### config.mk
export PLATFORM = sky130hd
export DESIGN_NAME = tdt_dmi_apb_master_flat
export DESIGN_NICKNAME = d
export VERILOG_FILES = /design/src/rtl/tdt_dmi_apb_master_pkg.sv /design/src/rtl/tdt_dmi_apb_master_if.sv /design/src/rtl/tdt_dmi_apb_timeout.sv /design/src/rtl/tdt_dmi_apb_master.sv /design/src/flat_wrapper.sv
export SDC_FILE = /design/constraint.sdc
export NUM_CORES = 1
export LEC_CHECK = 0
export CAP_MARGIN = 15
export CORE_UTILIZATION = 38
export DETAILED_ROUTE_END_ITERATION = 10
export PLACE_DENSITY = 0.73
export SKIP_CTS_REPAIR_TIMING = 1
export SLEW_MARGIN = 15
export SYNTH_ARGS = -nofsm -noshare
export SYNTH_HDL_FRONTEND = slang
export SYNTH_SLANG_ARGS = --single-unit
### constraint.sdc
create_clock -name tclk -period 1.57 [get_ports tclk]
set_input_delay 0.157 -clock tclk [delete_from_list [all_inputs] [get_ports tclk]]
set_output_delay 0.157 -clock tclk [all_outputs]
set_load 0.01 [all_outputs]
### src/rtl/tdt_dmi_apb_master_pkg.sv
// Shared definitions for the DMI-to-APB master: op codes, FSM states and
// default sizing used by the top, its interface and the timeout counter.
package tdt_dmi_apb_master_pkg;

  localparam int unsigned DTM_ABITS_DEF      = 16;
  localparam int unsigned TIMEOUT_CYCLES_DEF = 256;

  typedef enum logic [1:0] {
    DMI_OP_NOP = 2'b00,
    DMI_OP_RD  = 2'b01,
    DMI_OP_WR  = 2'b10
  } dmi_op_e;

  typedef enum logic [1:0] {
    ST_IDLE   = 2'b00,
    ST_SETUP  = 2'b01,
    ST_ACCESS = 2'b10,
    ST_DONE   = 2'b11
  } dmi_state_e;

  // Only reads and writes touch the bus; 00 and 11 complete locally.
  function automatic logic is_apb_op(input logic [1:0] flg);
    return (flg == DMI_OP_RD) || (flg == DMI_OP_WR);
  endfunction

endpackage

### src/rtl/tdt_dmi_apb_master_if.sv
// DTM request/response handshake plus the APB3 bus of the DM-side master.
// master: the responder block; slave: the DTM/APB-slave side.
interface tdt_dmi_apb_master_if
  import tdt_dmi_apb_master_pkg::*;
#(
  parameter int unsigned DTM_ABITS   = DTM_ABITS_DEF,
  parameter int unsigned PADDR_WIDTH = DTM_ABITS + 2
);

  logic                   dtm_apbm_wr_vld;
  logic [DTM_ABITS-1:0]   dtm_apbm_wr_addr;
  logic [1:0]             dtm_apbm_wr_flg;
  logic [31:0]            dtm_apbm_wdata;
  logic [31:0]            apbm_dtm_rdata;
  logic                   apbm_dtm_wr_ready;
  logic                   apbm_dtm_err;

  logic [PADDR_WIDTH-1:0] paddr;
  logic                   psel;
  logic                   penable;
  logic                   pwrite;
  logic [31:0]            pwdata;
  logic [31:0]            prdata;
  logic                   pready;
  logic                   pslverr;

  modport master (
    input  dtm_apbm_wr_vld, dtm_apbm_wr_addr, dtm_apbm_wr_flg, dtm_apbm_wdata,
    output apbm_dtm_rdata, apbm_dtm_wr_ready, apbm_dtm_err,
    output paddr, psel, penable, pwrite, pwdata,
    input  prdata, pready, pslverr
  );

  modport slave (
    output dtm_apbm_wr_vld, dtm_apbm_wr_addr, dtm_apbm_wr_flg, dtm_apbm_wdata,
    input  apbm_dtm_rdata, apbm_dtm_wr_ready, apbm_dtm_err,
    input  paddr, psel, penable, pwrite, pwdata,
    output prdata, pready, pslverr
  );

endinterface

### src/rtl/tdt_dmi_apb_timeout.sv
// ACCESS-phase watchdog for tdt_dmi_apb_master. Present only when
// TDT_DMI_APB_TIMEOUT_EN is defined. Saturating counter: cleared in SETUP,
// counts stalled ACCESS cycles, flags expiry at TIMEOUT_CYCLES-1.
`ifdef TDT_DMI_APB_TIMEOUT_EN
module tdt_dmi_apb_timeout
  import tdt_dmi_apb_master_pkg::*;
#(
  parameter int unsigned TIMEOUT_CYCLES = TIMEOUT_CYCLES_DEF
) (
  input  logic tclk,
  input  logic trst,
  input  logic clr_i,
  input  logic en_i,
  output logic expired_o
);

  localparam int unsigned     CNT_W = (TIMEOUT_CYCLES > 2) ? $clog2(TIMEOUT_CYCLES) : 1;
  localparam logic [CNT_W-1:0] LAST = CNT_W'(TIMEOUT_CYCLES - 1);

  logic [CNT_W-1:0] cnt_q;

  // Count stalled cycles, holding at LAST so the count never wraps.
  always_ff @(posedge tclk) begin
    if (trst || clr_i) begin
      cnt_q <= '0;
    end else if (en_i && (cnt_q != LAST)) begin
      cnt_q <= cnt_q + 1'b1;
    end
  end

  assign expired_o = (cnt_q == LAST);

endmodule
`endif

### src/rtl/tdt_dmi_apb_master.sv
// DM-side DMI responder: turns a one-cycle DTM request into one APB3
// transfer and answers with a one-cycle ready/err pulse plus read data.
// Optional ACCESS timeout: define TDT_DMI_APB_TIMEOUT_EN.
module tdt_dmi_apb_master
  import tdt_dmi_apb_master_pkg::*;
#(
  parameter int unsigned DTM_ABITS      = DTM_ABITS_DEF,
  parameter int unsigned PADDR_WIDTH    = DTM_ABITS + 2
`ifdef TDT_DMI_APB_TIMEOUT_EN
  , parameter int unsigned TIMEOUT_CYCLES = TIMEOUT_CYCLES_DEF
`endif
) (
  input  logic                  tclk,
  input  logic                  trst,
  input  logic                  dmihardreset,
  tdt_dmi_apb_master_if.master  bus
);

  dmi_state_e           state_q;
  logic [DTM_ABITS-1:0] addr_q;
  logic [1:0]           op_q;
  logic [31:0]          wdata_q;
  logic [31:0]          rdata_q;
  logic                 psel_q;
  logic                 penable_q;
  logic                 ready_q;
  logic                 err_q;
  logic                 drop_q;
  logic                 tmo_expired;

`ifdef TDT_DMI_APB_TIMEOUT_EN
  logic tmo_clr;
  logic tmo_en;

  assign tmo_clr = (state_q == ST_SETUP);
  assign tmo_en  = (state_q == ST_ACCESS) && !bus.pready;

  tdt_dmi_apb_timeout #(
    .TIMEOUT_CYCLES (TIMEOUT_CYCLES)
  ) u_timeout (
    .tclk      (tclk),
    .trst      (trst),
    .clr_i     (tmo_clr),
    .en_i      (tmo_en),
    .expired_o (tmo_expired)
  );
`else
  assign tmo_expired = 1'b0;
`endif

  // Request capture, APB sequencing and response generation.
  // A hard reset during SETUP/ACCESS cannot drop psel, so it only marks the
  // transfer as dropped; the transfer finishes and returns straight to IDLE.
  always_ff @(posedge tclk) begin
    if (trst) begin
      state_q   <= ST_IDLE;
      addr_q    <= '0;
      op_q      <= '0;
      wdata_q   <= '0;
      rdata_q   <= '0;
      psel_q    <= 1'b0;
      penable_q <= 1'b0;
      ready_q   <= 1'b0;
      err_q     <= 1'b0;
      drop_q    <= 1'b0;
    end else begin
      ready_q <= 1'b0;
      err_q   <= 1'b0;
      case (state_q)
        ST_IDLE: begin
          if (dmihardreset) begin
            addr_q  <= '0;
            op_q    <= '0;
            wdata_q <= '0;
            rdata_q <= '0;
            drop_q  <= 1'b0;
          end else if (bus.dtm_apbm_wr_vld) begin
            addr_q  <= bus.dtm_apbm_wr_addr;
            op_q    <= bus.dtm_apbm_wr_flg;
            wdata_q <= bus.dtm_apbm_wdata;
            if (is_apb_op(bus.dtm_apbm_wr_flg)) begin
              state_q <= ST_SETUP;
              psel_q  <= 1'b1;
            end else begin
              state_q <= ST_DONE;
              ready_q <= 1'b1;
              rdata_q <= '0;
            end
          end
        end

        ST_SETUP: begin
          state_q   <= ST_ACCESS;
          penable_q <= 1'b1;
          if (dmihardreset) drop_q <= 1'b1;
        end

        ST_ACCESS: begin
          if (bus.pready) begin
            psel_q    <= 1'b0;
            penable_q <= 1'b0;
            if (drop_q || dmihardreset) begin
              state_q <= ST_IDLE;
              drop_q  <= 1'b0;
            end else begin
              state_q <= ST_DONE;
              ready_q <= 1'b1;
              err_q   <= bus.pslverr;
              if (op_q == DMI_OP_RD) rdata_q <= bus.prdata;
            end
          end else if (tmo_expired) begin
            psel_q    <= 1'b0;
            penable_q <= 1'b0;
            if (drop_q || dmihardreset) begin
              state_q <= ST_IDLE;
              drop_q  <= 1'b0;
            end else begin
              state_q <= ST_DONE;
              ready_q <= 1'b1;
              err_q   <= 1'b1;
              rdata_q <= '0;
            end
          end else if (dmihardreset) begin
            drop_q <= 1'b1;
          end
        end

        ST_DONE: begin
          state_q <= ST_IDLE;
          if (dmihardreset) begin
            addr_q  <= '0;
            op_q    <= '0;
            wdata_q <= '0;
            rdata_q <= '0;
          end
        end

        default: state_q <= ST_IDLE;
      endcase
    end
  end

  assign bus.psel              = psel_q;
  assign bus.penable           = penable_q;
  assign bus.pwrite            = psel_q & (op_q == DMI_OP_WR);
  assign bus.paddr             = psel_q ? PADDR_WIDTH'({addr_q, 2'b00}) : '0;
  assign bus.pwdata            = psel_q ? wdata_q : '0;
  assign bus.apbm_dtm_rdata    = rdata_q;
  assign bus.apbm_dtm_wr_ready = ready_q;
  assign bus.apbm_dtm_err      = err_q;

endmodule

### src/flat_wrapper.sv
// flat-port wrapper written by rule: the top's interface ports become plain ports
module tdt_dmi_apb_master_flat import tdt_dmi_apb_master_pkg::*;
#(
  parameter int unsigned DTM_ABITS      = DTM_ABITS_DEF,
  parameter int unsigned PADDR_WIDTH    = DTM_ABITS + 2

)
  (tclk, trst, dmihardreset, bus_dtm_apbm_wr_vld, bus_dtm_apbm_wr_addr, bus_dtm_apbm_wr_flg, bus_dtm_apbm_wdata, bus_apbm_dtm_rdata, bus_apbm_dtm_wr_ready, bus_apbm_dtm_err, bus_paddr, bus_psel, bus_penable, bus_pwrite, bus_pwdata, bus_prdata, bus_pready, bus_pslverr);
  tdt_dmi_apb_master_if #(.DTM_ABITS(DTM_ABITS), .PADDR_WIDTH(PADDR_WIDTH)) bus_i ();
  input  logic tclk;
  input  logic trst;
  input  logic dmihardreset;
  input wire logic [$bits(bus_i.dtm_apbm_wr_vld)-1:0] bus_dtm_apbm_wr_vld;
  input wire logic [$bits(bus_i.dtm_apbm_wr_addr)-1:0] bus_dtm_apbm_wr_addr;
  input wire logic [$bits(bus_i.dtm_apbm_wr_flg)-1:0] bus_dtm_apbm_wr_flg;
  input wire logic [$bits(bus_i.dtm_apbm_wdata)-1:0] bus_dtm_apbm_wdata;
  output wire logic [$bits(bus_i.apbm_dtm_rdata)-1:0] bus_apbm_dtm_rdata;
  output wire logic [$bits(bus_i.apbm_dtm_wr_ready)-1:0] bus_apbm_dtm_wr_ready;
  output wire logic [$bits(bus_i.apbm_dtm_err)-1:0] bus_apbm_dtm_err;
  output wire logic [$bits(bus_i.paddr)-1:0] bus_paddr;
  output wire logic [$bits(bus_i.psel)-1:0] bus_psel;
  output wire logic [$bits(bus_i.penable)-1:0] bus_penable;
  output wire logic [$bits(bus_i.pwrite)-1:0] bus_pwrite;
  output wire logic [$bits(bus_i.pwdata)-1:0] bus_pwdata;
  input wire logic [$bits(bus_i.prdata)-1:0] bus_prdata;
  input wire logic [$bits(bus_i.pready)-1:0] bus_pready;
  input wire logic [$bits(bus_i.pslverr)-1:0] bus_pslverr;
  assign bus_i.dtm_apbm_wr_vld = bus_dtm_apbm_wr_vld;
  assign bus_i.dtm_apbm_wr_addr = bus_dtm_apbm_wr_addr;
  assign bus_i.dtm_apbm_wr_flg = bus_dtm_apbm_wr_flg;
  assign bus_i.dtm_apbm_wdata = bus_dtm_apbm_wdata;
  assign bus_apbm_dtm_rdata = bus_i.apbm_dtm_rdata;
  assign bus_apbm_dtm_wr_ready = bus_i.apbm_dtm_wr_ready;
  assign bus_apbm_dtm_err = bus_i.apbm_dtm_err;
  assign bus_paddr = bus_i.paddr;
  assign bus_psel = bus_i.psel;
  assign bus_penable = bus_i.penable;
  assign bus_pwrite = bus_i.pwrite;
  assign bus_pwdata = bus_i.pwdata;
  assign bus_i.prdata = bus_prdata;
  assign bus_i.pready = bus_pready;
  assign bus_i.pslverr = bus_pslverr;
  tdt_dmi_apb_master #(.DTM_ABITS(DTM_ABITS), .PADDR_WIDTH(PADDR_WIDTH)) u_core (.tclk(tclk), .trst(trst), .dmihardreset(dmihardreset), .bus(bus_i));
endmodule
==> results.toml <==
[run_status]
status = "finished with violations"
violations = "setup timing"

[floorplan]
num_rows = 37
fp.dieArea_sq_um = 10970
coreArea_sq_um = 10280
start_util_pct = 39.04
io_pins = 175
die_x_microns = 104.8
die_h_microns = 104.8

[yosys]
synth_top_family_by_area = "simple AND/OR/NAND/NOR gates"
ys_ff_latch = 89
synth_area_sq_um = 4013
synth-simple-area-share_pct = 30.28
yosysSeqAreaShare_pct = 44.40
syn_area_per_cell_sq_um = 8.377
ys.flop_type = "dfxtp_1"
synth-edff-count = 0
syn_inst = 479
synth_compound_area_share_pct = 9.604
synth-adder-area-share_pct = 2.183
synthMuxAreaShare_pct = 8.263
yosysUniqueCellTypes = 33
synthXorXnorAreaFrac_pct = 0.2183
async_flop_share_pct = 0
synth-warning-count = 0

[layout]
final_nets = 764
insertedDiodeCount = 0
final_layout_size_suffix_gt1_share_pct = 21.55
stdcell_count = 809
syn_to_final_growth_pct = 78.08

[global_routing]
grt_pass1_vias = 3955
grt_pass1_wl_microns = 18960
gr-usage-all-layers_pct = 21.25
antenna_found_initial = 0
grt-ovfl-total = 0
grt_max_degree = 46

[setup_path]
crit_type = "reg -> out"
r2r-start = "u_core.state_q[0]"
crit_required_ps = 1410
cpPeakStageDelay_ps = 540
slowest_stage = "clkdlybuf4s50_1"
startpoint = "u_core.bus.psel"
crit_arrival_ps = 1570
start_kind = "flip-flop"
path_cells = "buf_8 > and2_1 > clkdlybuf4s50_1"
crit_path_max_fanout = 21
critPathTopFamily = "buffers and inverters"
crit_buf_inv = 2
crit_path_end_kind = "primary output"

[job]
cap_violations = 0

[clocking]
cts_sinks = 89
cts_tree = "built"
cts_buffers = 9
cts_max_level = 3
cts-root-buf = "clkbuf_8"
clock_latency_ps = 350
clock_path_buffers = 2
clk_pin_slew_ps = 80

[power]
irDropWorstVdd_mv = 0.8509
switchingPower_mw = 3.450
p_seq_share_pct = 29.4
pwr-share-comb_pct = 52.8
p_per_area_nw_per_um2 = 1347
power.internal_mw = 6.179
total_power_mw = 9.629
clockPowerShare_pct = 17.8
p_leak_nw = 3.524
p_sw_share_pct = 35.83

[sta]
skew_ps = 10.68
fmax_mhz = 579.8
final_max_slew_viol_count = 0
hold_violations = 0
setup_slack_ps = -154.8
period_minus_slack_ps = 1725
fin_crit_sh_pct = 109.9
finalSetupViolCount = 75
rsz0062_at_grt = "yes"

[detailed_routing]
drc = 0
wl_per_cell_microns = 16.18
initialDrtViolationCount = 127
postRouteAntennaNets = 0
avgViaCountPerCell = 4.993
vias = 4039
first_pass_iters = 4
wl_microns = 13090

[placed_design]
gp_congestion = 0.9240
dp_cells = 779
io_buffers = 172
place_hpwl_microns = 7883

[hold_path]
min_from = "trst"
hp-class = "in -> reg"
==> power by group through the flow <==
stage	Combinational (mW)	Sequential (mW)	Clock [mW]
floorplan	2.09	2.81	0
global placement	3.40	2.78	0
detailed placement	3.47	2.79	0
CTS	3.49	2.74	1.75
global route	5.38	2.87	1.85
finish	5.08	2.83	1.71
==> cells in the final DEF, fill, tap and decap left out, types with 5 or more instances in the layout <==
cell             synthesis  layout
buf_6                    3       5
clkbuf_16                0       5
buf_12                   0      15
nand2_2                  0       5
and2_1                  48      48
clkbuf_8                 0      10
a21oi_2                  0      31
nor2_1                   7       6
dfxtp_1                 89      86
nand2_1                 84      51
buf_4                    3      16
nand2_4                  0      28
mux2i_1                 32      31
nand2b_1                36      36
a21oi_1                 55      24
nand3_1                 51      51
dlymetal6s2s_1           0      41
clkdlybuf4s50_1          0     130
==> area by class of cell <==
cell class,instances,area (sq um)
repair buffers,217,2471
inverters,4,22.52
well taps,136,170.2
multi-input cells,348,2479
clock inverters,3,65.06
flip-flops and latches,89,1793
fillers,780,3132
clock buffers,12,145.1
==> worst register-to-register path: cells and delay by family (launching register included) <==
kind	cells	cell delay, ps
compound gates	1	330
fa+ha+maj	1	160
mux	1	150
simple gates	2	270
flops	1	400
buf+inv	2	270
==> sequential cells by signal, summed over array words and instances, names as in the netlist <==
register	cells
u_core.bus.apbm_dtm_rdata	32
u_core.wdata_q	32
u_core.addr_q	16
u_core.op_q	2
u_core.state_q	2
u_core.bus.apbm_dtm_err	1
u_core.bus.apbm_dtm_wr_ready	1
u_core.bus.penable	1
u_core.bus.psel	1
u_core.drop_q	1
==> logic make-up (layout without fill, tap and decap cells) <==
logic type               after synthesis  count (layout)
AO/OA/AOI/OAI                         67              67
other                                  1               2
buffers and inverters                 43             236
multiplexers                          33              33
adder cells (fa/ha/maj)                7               7
AND/OR/NAND/NOR                      238             238
flip-flops                            89              89
XOR/XNOR                               1               1
==> layer usage <==
layer / share of wire (%) / up-vias / track usage [%]
li1: - / 1959 / -
met1: 42 / 1923 / 26.39
met2: 49 / 135 / 34.48
met3: 6.5 / 22 / 5.989
met4: 2.1 / 0 / 8.853
met5: 0 / - / 0
==> cell usage after synthesis (2+ instances only) <==
library cell	count	share of area, %
nor2b_1	7	1.1
nand2_1	84	7.9
a211oi_1	2	0.37
mux2i_1	32	8.0
buf_4	3	0.56
buf_6	3	0.84
dfxtp_1	89	44
nor2_1	7	0.65
nand2b_1	36	5.6
buf_2	3	0.37
and2_1	48	7.5
o21ai_0	2	0.25
clkbuf_1	30	2.8
nand3_1	51	6.4
inv_1	4	0.37
ha_1	7	2.2
a21oi_1	55	6.9
==> worst paths after layout <==
kind	depth (start not counted)	slack, ps	endpoint
min	2	220	u_core.state_q[1]
max	3	-150	bus_pwdata[18]
max reg2reg	7	-110	u_core.bus.apbm_dtm_rdata[9]
min reg2reg	2	450	u_core.wdata_q[28]
==> metrics by stage <==
step | utilization [%] | TNS [ps] | worst slack (ps) | hold WS [ps] | instance area [sq um]
detailed placement | 59.40 | -13560 | -205.3 | 439.0 | 6105
CTS | 61.44 | -15010 | -306.2 | 184.1 | 6315
finish | 69.53 | -5841 | -154.8 | 217.4 | 7146
global placement | 59.40 | -9441 | -144.3 | 433.5 | 6105
global route | 69.53 | -8845 | -205.0 | 230.9 | 7146
floorplan | - | 0 | 22.11 | 295.8 | 4038
No activity file was read; power rests on OpenSTA's default activity.
